### config.mk
export PLATFORM = sky130hd
export DESIGN_NAME = maxpool_window_buf
export DESIGN_NICKNAME = d
export VERILOG_FILES = /design/src/rtl/cnn_pkg.sv /design/src/rtl/line_buf_1b.sv /design/src/rtl/maxpool_window_buf.sv
export SDC_FILE = /design/constraint.sdc
export NUM_CORES = 1
export LEC_CHECK = 0
export CAP_MARGIN = 0
export CORE_MARGIN = 10
export CORE_UTILIZATION = 45
export DETAILED_ROUTE_END_ITERATION = 8
export SLEW_MARGIN = 20
export SYNTH_ARGS = -nofsm -noshare
export SYNTH_HDL_FRONTEND = slang
export SYNTH_HIERARCHICAL = 1
export SYNTH_SLANG_ARGS = --single-unit
### constraint.sdc
create_clock -name clk -period 6.2 [get_ports clk]
set_input_delay 0.93 -clock clk [delete_from_list [all_inputs] [get_ports clk]]
set_output_delay 0.93 -clock clk [all_outputs]
set_load 0.02 [all_outputs]
### src/rtl/cnn_pkg.sv
// Shared definitions for the binary CNN pooling front end.
//   - Default feature-map geometry and derived pooled-output geometry.
//   - State type for the 2x2 window builder.
package cnn_pkg;

    localparam int IMG_W_DEF  = 24;
    localparam int IMG_H_DEF  = 24;
    localparam int POOL_W_DEF = IMG_W_DEF / 2;
    localparam int POOL_H_DEF = IMG_H_DEF / 2;

    typedef enum logic [1:0] {
        EVEN_ROW,
        ODD_ROW,
        DONE
    } win_state_t;

endpackage

### src/rtl/line_buf_1b.sv
// One-line, 1-bit-wide pixel buffer.
//   clk              : write clock
//   we/waddr/wdata   : synchronous write port
//   raddr_a/rdata_a  : combinational read port A
//   raddr_b/rdata_b  : combinational read port B
// Contents are not reset; every location is written before it is read.
module line_buf_1b #(
    parameter int DEPTH = 24,
    parameter int AW    = $clog2(DEPTH)
) (
    input  logic          clk,
    input  logic          we,
    input  logic [AW-1:0] waddr,
    input  logic          wdata,
    input  logic [AW-1:0] raddr_a,
    input  logic [AW-1:0] raddr_b,
    output logic          rdata_a,
    output logic          rdata_b
);

    logic mem [DEPTH];

    always_ff @(posedge clk) begin
        if (we) begin
            mem[waddr] <= wdata;
        end
    end

    assign rdata_a = mem[raddr_a];
    assign rdata_b = mem[raddr_b];

endmodule

### src/rtl/maxpool_window_buf.sv
// Builds non-overlapping stride-2 2x2 windows from a raster-order stream of
// binary pixels and presents them to the max-pool stage.
//   clk, rst       : clock, synchronous active-high reset
//   valid_in       : pixel_in valid (no backpressure)
//   sof_in         : with valid_in, marks pixel (0,0) of a frame
//   pixel_in       : binary input pixel
//   valid_out_buf  : one-cycle pulse, window on pixel_0..3 valid
//   pixel_0..3     : top-left, top-right, bottom-left, bottom-right
//   win_col/win_row: output-grid coordinates of the window
//   frame_done     : pulses together with the last window of a frame
module maxpool_window_buf
    import cnn_pkg::*;
#(
    parameter int IMG_W = IMG_W_DEF,
    parameter int IMG_H = IMG_H_DEF,
    parameter int COL_W = $clog2(IMG_W),
    parameter int ROW_W = $clog2(IMG_H)
) (
    input  logic             clk,
    input  logic             rst,
    input  logic             valid_in,
    input  logic             sof_in,
    input  logic             pixel_in,
    output logic             valid_out_buf,
    output logic             pixel_0,
    output logic             pixel_1,
    output logic             pixel_2,
    output logic             pixel_3,
    output logic [COL_W-1:0] win_col,
    output logic [ROW_W-1:0] win_row,
    output logic             frame_done
);

    localparam logic [COL_W-1:0] LAST_COL     = COL_W'(IMG_W - 1);
    localparam logic [ROW_W-1:0] LAST_ROW     = ROW_W'(IMG_H - 1);
    localparam logic [COL_W-1:0] LAST_ODD_COL = COL_W'(2 * (IMG_W / 2) - 1);
    localparam logic [ROW_W-1:0] LAST_ODD_ROW = ROW_W'(2 * (IMG_H / 2) - 1);

    win_state_t       state, state_nxt, eff_state;
    logic [COL_W-1:0] col, col_nxt, eff_col;
    logic [ROW_W-1:0] row, row_nxt, eff_row;
    logic             hold;
    logic             hold_en;
    logic             lb_we;
    logic             emit;
    logic             last_win;
    logic             row_used;
    logic             lb_rd_a;
    logic             lb_rd_b;

    // sof_in forces the pixel to (0,0) with a fresh FSM, so all decode below
    // works on these effective values rather than the stored ones.
    always_comb begin
        eff_state = sof_in ? EVEN_ROW : state;
        eff_col   = sof_in ? '0 : col;
        eff_row   = sof_in ? '0 : row;
    end

    line_buf_1b #(
        .DEPTH(IMG_W),
        .AW   (COL_W)
    ) u_line_buf (
        .clk    (clk),
        .we     (lb_we),
        .waddr  (eff_col),
        .wdata  (pixel_in),
        .raddr_a(eff_col & ~COL_W'(1)),
        .raddr_b(eff_col),
        .rdata_a(lb_rd_a),
        .rdata_b(lb_rd_b)
    );

    always_ff @(posedge clk) begin
        if (rst) begin
            state <= EVEN_ROW;
            col   <= '0;
            row   <= '0;
            hold  <= 1'b0;
        end else begin
            state <= state_nxt;
            col   <= col_nxt;
            row   <= row_nxt;
            if (hold_en) begin
                hold <= pixel_in;
            end
        end
    end

    always_comb begin
        state_nxt = (state == DONE) ? EVEN_ROW : state;
        col_nxt   = col;
        row_nxt   = row;
        lb_we     = 1'b0;
        hold_en   = 1'b0;
        emit      = 1'b0;
        last_win  = 1'b0;
        // Rows past the last odd row (odd IMG_H) are swallowed silently.
        row_used  = (eff_row <= LAST_ODD_ROW);

        if (valid_in) begin
            if (eff_col == LAST_COL) begin
                col_nxt = '0;
                row_nxt = (eff_row == LAST_ROW) ? '0 : eff_row + ROW_W'(1);
            end else begin
                col_nxt = eff_col + COL_W'(1);
                row_nxt = eff_row;
            end

            unique case (eff_state)
                ODD_ROW: begin
                    if (!eff_col[0]) begin
                        hold_en = 1'b1;
                    end else begin
                        emit     = 1'b1;
                        last_win = (eff_row == LAST_ODD_ROW) && (eff_col == LAST_ODD_COL);
                    end
                    if (eff_col == LAST_COL) begin
                        state_nxt = (eff_row == LAST_ODD_ROW) ? DONE : EVEN_ROW;
                    end else begin
                        state_nxt = ODD_ROW;
                    end
                end
                // DONE takes a pixel exactly like an even row.
                default: begin
                    lb_we = row_used;
                    if (eff_col == LAST_COL) begin
                        state_nxt = (eff_row == LAST_ROW) ? EVEN_ROW : ODD_ROW;
                    end else begin
                        state_nxt = EVEN_ROW;
                    end
                end
            endcase
        end
    end

    always_ff @(posedge clk) begin
        if (rst) begin
            valid_out_buf <= 1'b0;
            pixel_0       <= 1'b0;
            pixel_1       <= 1'b0;
            pixel_2       <= 1'b0;
            pixel_3       <= 1'b0;
            win_col       <= '0;
            win_row       <= '0;
            frame_done    <= 1'b0;
        end else begin
            valid_out_buf <= emit;
            pixel_0       <= emit & lb_rd_a;
            pixel_1       <= emit & lb_rd_b;
            pixel_2       <= emit & hold;
            pixel_3       <= emit & pixel_in;
            win_col       <= emit ? (eff_col >> 1) : '0;
            win_row       <= emit ? (eff_row >> 1) : '0;
            frame_done    <= last_win;
        end
    end

endmodule

; Word-level counts from Yosys, hierarchy flattened
; Memories as Yosys holds them, arrays and structs flattened.
; Index checks and enable logic that the tools add are counted.
[word_totals]
n_memories = 1
regBits = 29
elab_cells = 57
out_inout_bits = 16
mem_bits_rw = 24
[op_classes]
muxes = 23
eq_ne = 4
addsub = 2
n_bitwise = 8
magnitude_cmp = 1
reduce_logical = 4
[mem_list]
columns = memory, words, word_bits, rd, rd_clocked_by_memory_dff, write_ports, line
row1 = u_line_buf.mem, 24, 1, 2, 0, 1, line_buf_1b.sv:21  ; logic mem [DEPTH];
[ops]
columns = cell, n
row1 = 5-bit two-way mux, 5
row2 = 1-bit two-way mux, 12
row3 = 2-bit two-way mux, 6
row4 = "5-bit by 1-bit adder with 5-bit output, second input constant", 2
row5 = "5-bit equality test, second input constant", 2
row6 = "5-bit <= comparator, second input constant", 1
row7 = 1-bit bitwise AND, 4
row8 = 1-bit inverter, 4
row9 = 4-bit OR reduction, 1
row10 = "2-bit by 1-bit equality test with 1-bit output, second input constant", 1
row11 = "2-bit equality test, second input constant", 1
row12 = 2-bit nonzero test, 1
row13 = 2-bit OR reduction, 1
row14 = 1-bit logical AND, 1

; Logic depth before layout (Yosys ltp)
[depth]
ltp_word = 6
ltp_mapped = 9
mapped_depth_nobuf = 6

; Cells and area by module
; Netlist, hierarchy kept.
[modules_own_cells]
columns = mod, cells_each, instances, area_each_um2, seq_area_each_um2
row1 = line_buf_1b, 100, 1, 1352.5, 720.7
row2 = maxpool_window_buf, 124, 1, 1144.8, 540.5

; Least setup slack after synthesis
; OpenSTA, ideal clock, no wires.
[synth_path]
path_kind = input-to-reg
from = in sof_in
to = reg row[3]
path_slack_ns = 3.073
path_buffers = 3
setup_time_ns = 0.116
stages = 9
arrival_ns = 3.011
t_required_ns = 6.084
path_cell_list = buf_2 > buf_1 > nor2b_1 > ha_1 > and4b_1 > buf_6 > a41o_1 > a21oi_1 > a31o_2
[synth_via]
elab_cells_between_ends = 7
cone_classes = add/sub (1) / eq/ne (2) / mux (4)
[synth_lines]
columns = element, line
row1 = start: declaration, maxpool_window_buf.sv:22  ; input logic sof_in,
row2 = 5-bit two-way mux, maxpool_window_buf.sv:55  ; eff_col = sof_in ? '0 : col;
row3 = via eff_col[1], maxpool_window_buf.sv:40  ; logic [COL_W-1:0] col, col_nxt, eff_col;
row4 = 5-bit equality test, maxpool_window_buf.sv:101  ; if (eff_col == LAST_COL) begin
row5 = 5-bit two-way mux, maxpool_window_buf.sv:101
row6 = end signal: assignment, maxpool_window_buf.sv:82  ; row <= row_nxt;
row7 = end: declaration, maxpool_window_buf.sv:41  ; logic [ROW_W-1:0] row, row_nxt, eff_row;
; The timed path passes the listed nets, and every way through them passes these cells.
; A chain may end at the register's enable or synchronous reset.

; Worst setup path in the final report
; Same ends and word-level chain as after synthesis.

==> impl_results.md <==
* Status: finished, final reports clean
* Synth-to-Final Area Change at 13.1%
* Syn_area_per_cell at about 11 um^2
* Period utilisation layout at 55.1%
* CTS tree: built
* Final setup viols at 0
* Share of post-route cells with drive strength above 1 at under 10%
* Top_reg_cell synth: dfxtp_1
* Largest net degree at the start of global routing at 27
* Startpoint type of the worst setup path: input pin
* Diodes inserted at 0
* DRT antenna net count at 0
* Clk Tree Root Cell: clkbuf_8
* Slew Limit Headroom at a little under half
* Gr usage total at approximately 11%
* First-pass GRT wire length at 8020 um
* Synth top cells by count: nor2_1 (35), dfxtp_1 (27), edfxtp_1 (24), and2_1 (12), nor2b_1 (12)
* Met3 Use GR at approximately 3%
* Via count at ~1,700
* Min-Delay Path Class: register to register
* H-tree levels at 2
* Post-synth top area cell: edfxtp_1
* Number of synthesized flops with an enable pin at 24
* Register bit total from synthesis at 51
* Global Route met1 Usage at about 15%
* Maximum clock insertion buffer count at 2
* CORE AREA at approximately 5400 um^2
* Pwr Density at 219 nW/um^2
* Detailed placement HPWL at roughly 3400 um
* Setup TNS Final at 0 ns
* Crit path required time at about 6.4 ns
* CP Capture Type: register
* Post_cts resized at 0
* Routed length per instance at 15.7 um
* IO Port Bufs at 18
* Die Y at 94.5 um
* Busiest grt layer: met2
* Max-slew violations at 0
* Crit path kind: input pin to register
* Final hold violations at 0
* Rows at 27
* Avg Vias per Cell at roughly 5.4
* Final WL at around 4900 um
* Later-pin clock latency in the skew report at just over 0.3 ns
* Die area at approximately 8900 um^2
* LEAKAGE at 0.947 nW
* CTS sink cnt at 51
* Sequential fraction of the synthesis area at 50.5%
* Met2 usage in global routing at between 15 and 20%
* RSZ-0062 raised after global routing: false
* Synth top area cells: edfxtp_1 (29%), dfxtp_1 (22%), mux4_1 (8.4%)
* YS warnings at 6
* TritonCTS Buffers at 5
* Initial antenna violation count at 0
* Tmin final at ~3.4 ns
* Fin nets at around 250
* Drt first-iter violations at roughly 100
* Filler cell count at about 500
* Critical path arrival at 3.63 ns
* Initial Utilization at between 40% and 50%
* Crit Path Max Fanout at 20
* GRT overflow at 0
* FMAX at approximately 290 MHz
* Reg clk slew, reported paths at 0.10 ns
* Drt first pass iters at 4
* I/O pin count at 21
* Peak VDD IR at between 100 and 150 uV
* Vias in the first global route at roughly 1,600
* DR DRC count at 0
* # hold bufs at CTS at 0
* Worst-margin pin slew at 0.800 ns
* Top-count cell post-synth: nor2_1
* Max Cap Viol at 0
* Synth cell types at 43
* Setup WS post-layout at approximately 2.8 ns
* Routability Congestion at between 0.7 and 0.8
* Mapped Area at approximately 2500 um^2
* Post-synth top area share at just under 30%
* Clock Skews at 0.0133 ns
* # Post-CTS Setup Buffers at 0
* Gate Count Post-Synth at about 220
* Die W at roughly 94 um
* Fraction of synthesis flops using an asynchronous set or reset pin at 0%
* Pre-CTS setup slack at roughly 2.1 ns
layout by cell type (no fill, tap or decap), types with 3 or more instances in the layout:
cell	n
nand3_1	7
nor3_1	3
clkbuf_8	5
nand4_1	4
nand2_1	4
dfxtp_1	27
nand3b_1	8
nor2b_1	11
and2_1	12
nand2b_1	5
or3b_2	3
edfxtp_1	24
o21ai_0	9
mux2i_1	11
a21oi_1	10
mux4_1	8
clkdlybuf4s50_1	18
conb_1	3
nor2_1	35
layout make-up:
type                            instances  area [um^2]  area share, %
Multi-Input combinational cell        160         1160           41.0
Tap cell                               72         90.1           3.19
Sequential cell                        51         1260           44.7
Inverter                                2         7.51          0.266
Clock buffer                            5         68.8           2.44
Timing Repair Buffer                   20          195           6.91
Clock inverter                          3         43.8           1.55
worst paths after layout:
kind	startpoint	end	slack, ns	cells after the start
min reg2reg	hold$_SDFFE_PP0P_	pixel_2$_SDFF_PP0_	0.47	1
max	sof_in	row[3]$_SDFFE_PP0P_	2.79	7
min	hold$_SDFFE_PP0P_	pixel_2$_SDFF_PP0_	0.47	1
max reg2reg	row[1]$_SDFFE_PP0P_	u_line_buf/mem[20]$_DFFE_PP_	3.83	6
layer usage:
| layer | wire [um] | vias to the layer above | share of wire (%) |
|---|---|---|---|
| li1 | - | 852 | - |
| met1 | 2290 | 822 | 47 |
| met2 | 2330 | 22 | 47 |
| met3 | 217 | 7 | 4.4 |
| met4 | 66 | 0 | 1.3 |
| met5 | 0 | - | 0 |
critical path, stage by stage:
cell             delay (ns)
clkdlybuf4s50_1        0.73
nor2b_2                0.70
ha_1                   0.34
and4b_1                0.41
a41o_1                 0.22
a21oi_1                0.07
a31o_2                 0.22
metrics by stage:
step / utilization (%) / cell area (um^2) / total power [mW] / instances / hold slack, ns
floorplan: - / 2500 / 0.386 / 226 / 0.429
global placement: 49.8 / 2710 / 0.394 / 305 / 0.444
CTS: 51.9 / 2820 / 0.623 / 313 / 0.472
finish: 51.9 / 2820 / 0.618 / 313 / 0.469
global route: 51.9 / 2820 / 0.639 / 313 / 0.497
detailed placement: 49.8 / 2710 / 0.394 / 305 / 0.444
kinds of logic (layout without fill, tap and decap cells):
| kind of cell | count (synthesis) | count (layout) | share of synthesized area (%) |
|---|---|---|---|
| compound gates | 32 | 32 | 7.97 |
| fa+ha+maj | 2 | 2 | 1.00 |
| buf+inv | 15 | 30 | 3.56 |
| flops | 51 | 51 | 50.5 |
| mux | 21 | 21 | 13.7 |
| other cells | 1 | 3 | 0.150 |
| simple gates | 102 | 102 | 23.1 |
state kept, by name, indices dropped and copies added, names as in the netlist:
name,cells
u_line_buf/mem,24
valid_out_buf,1
win_row,4
hold,1
col,5
state,2
pixel_1,1
pixel_0,1
win_col,4
pixel_3,1
row,5
frame_done,1
pixel_2,1
report_power, final:
group	internal, mW	total, mW	switching, mW
logic	0.0129	0.0325	0.0196
registers	0.353	0.354	0.00136
clock network	0.120	0.231	0.110
(Power assumes the default switching activity.)
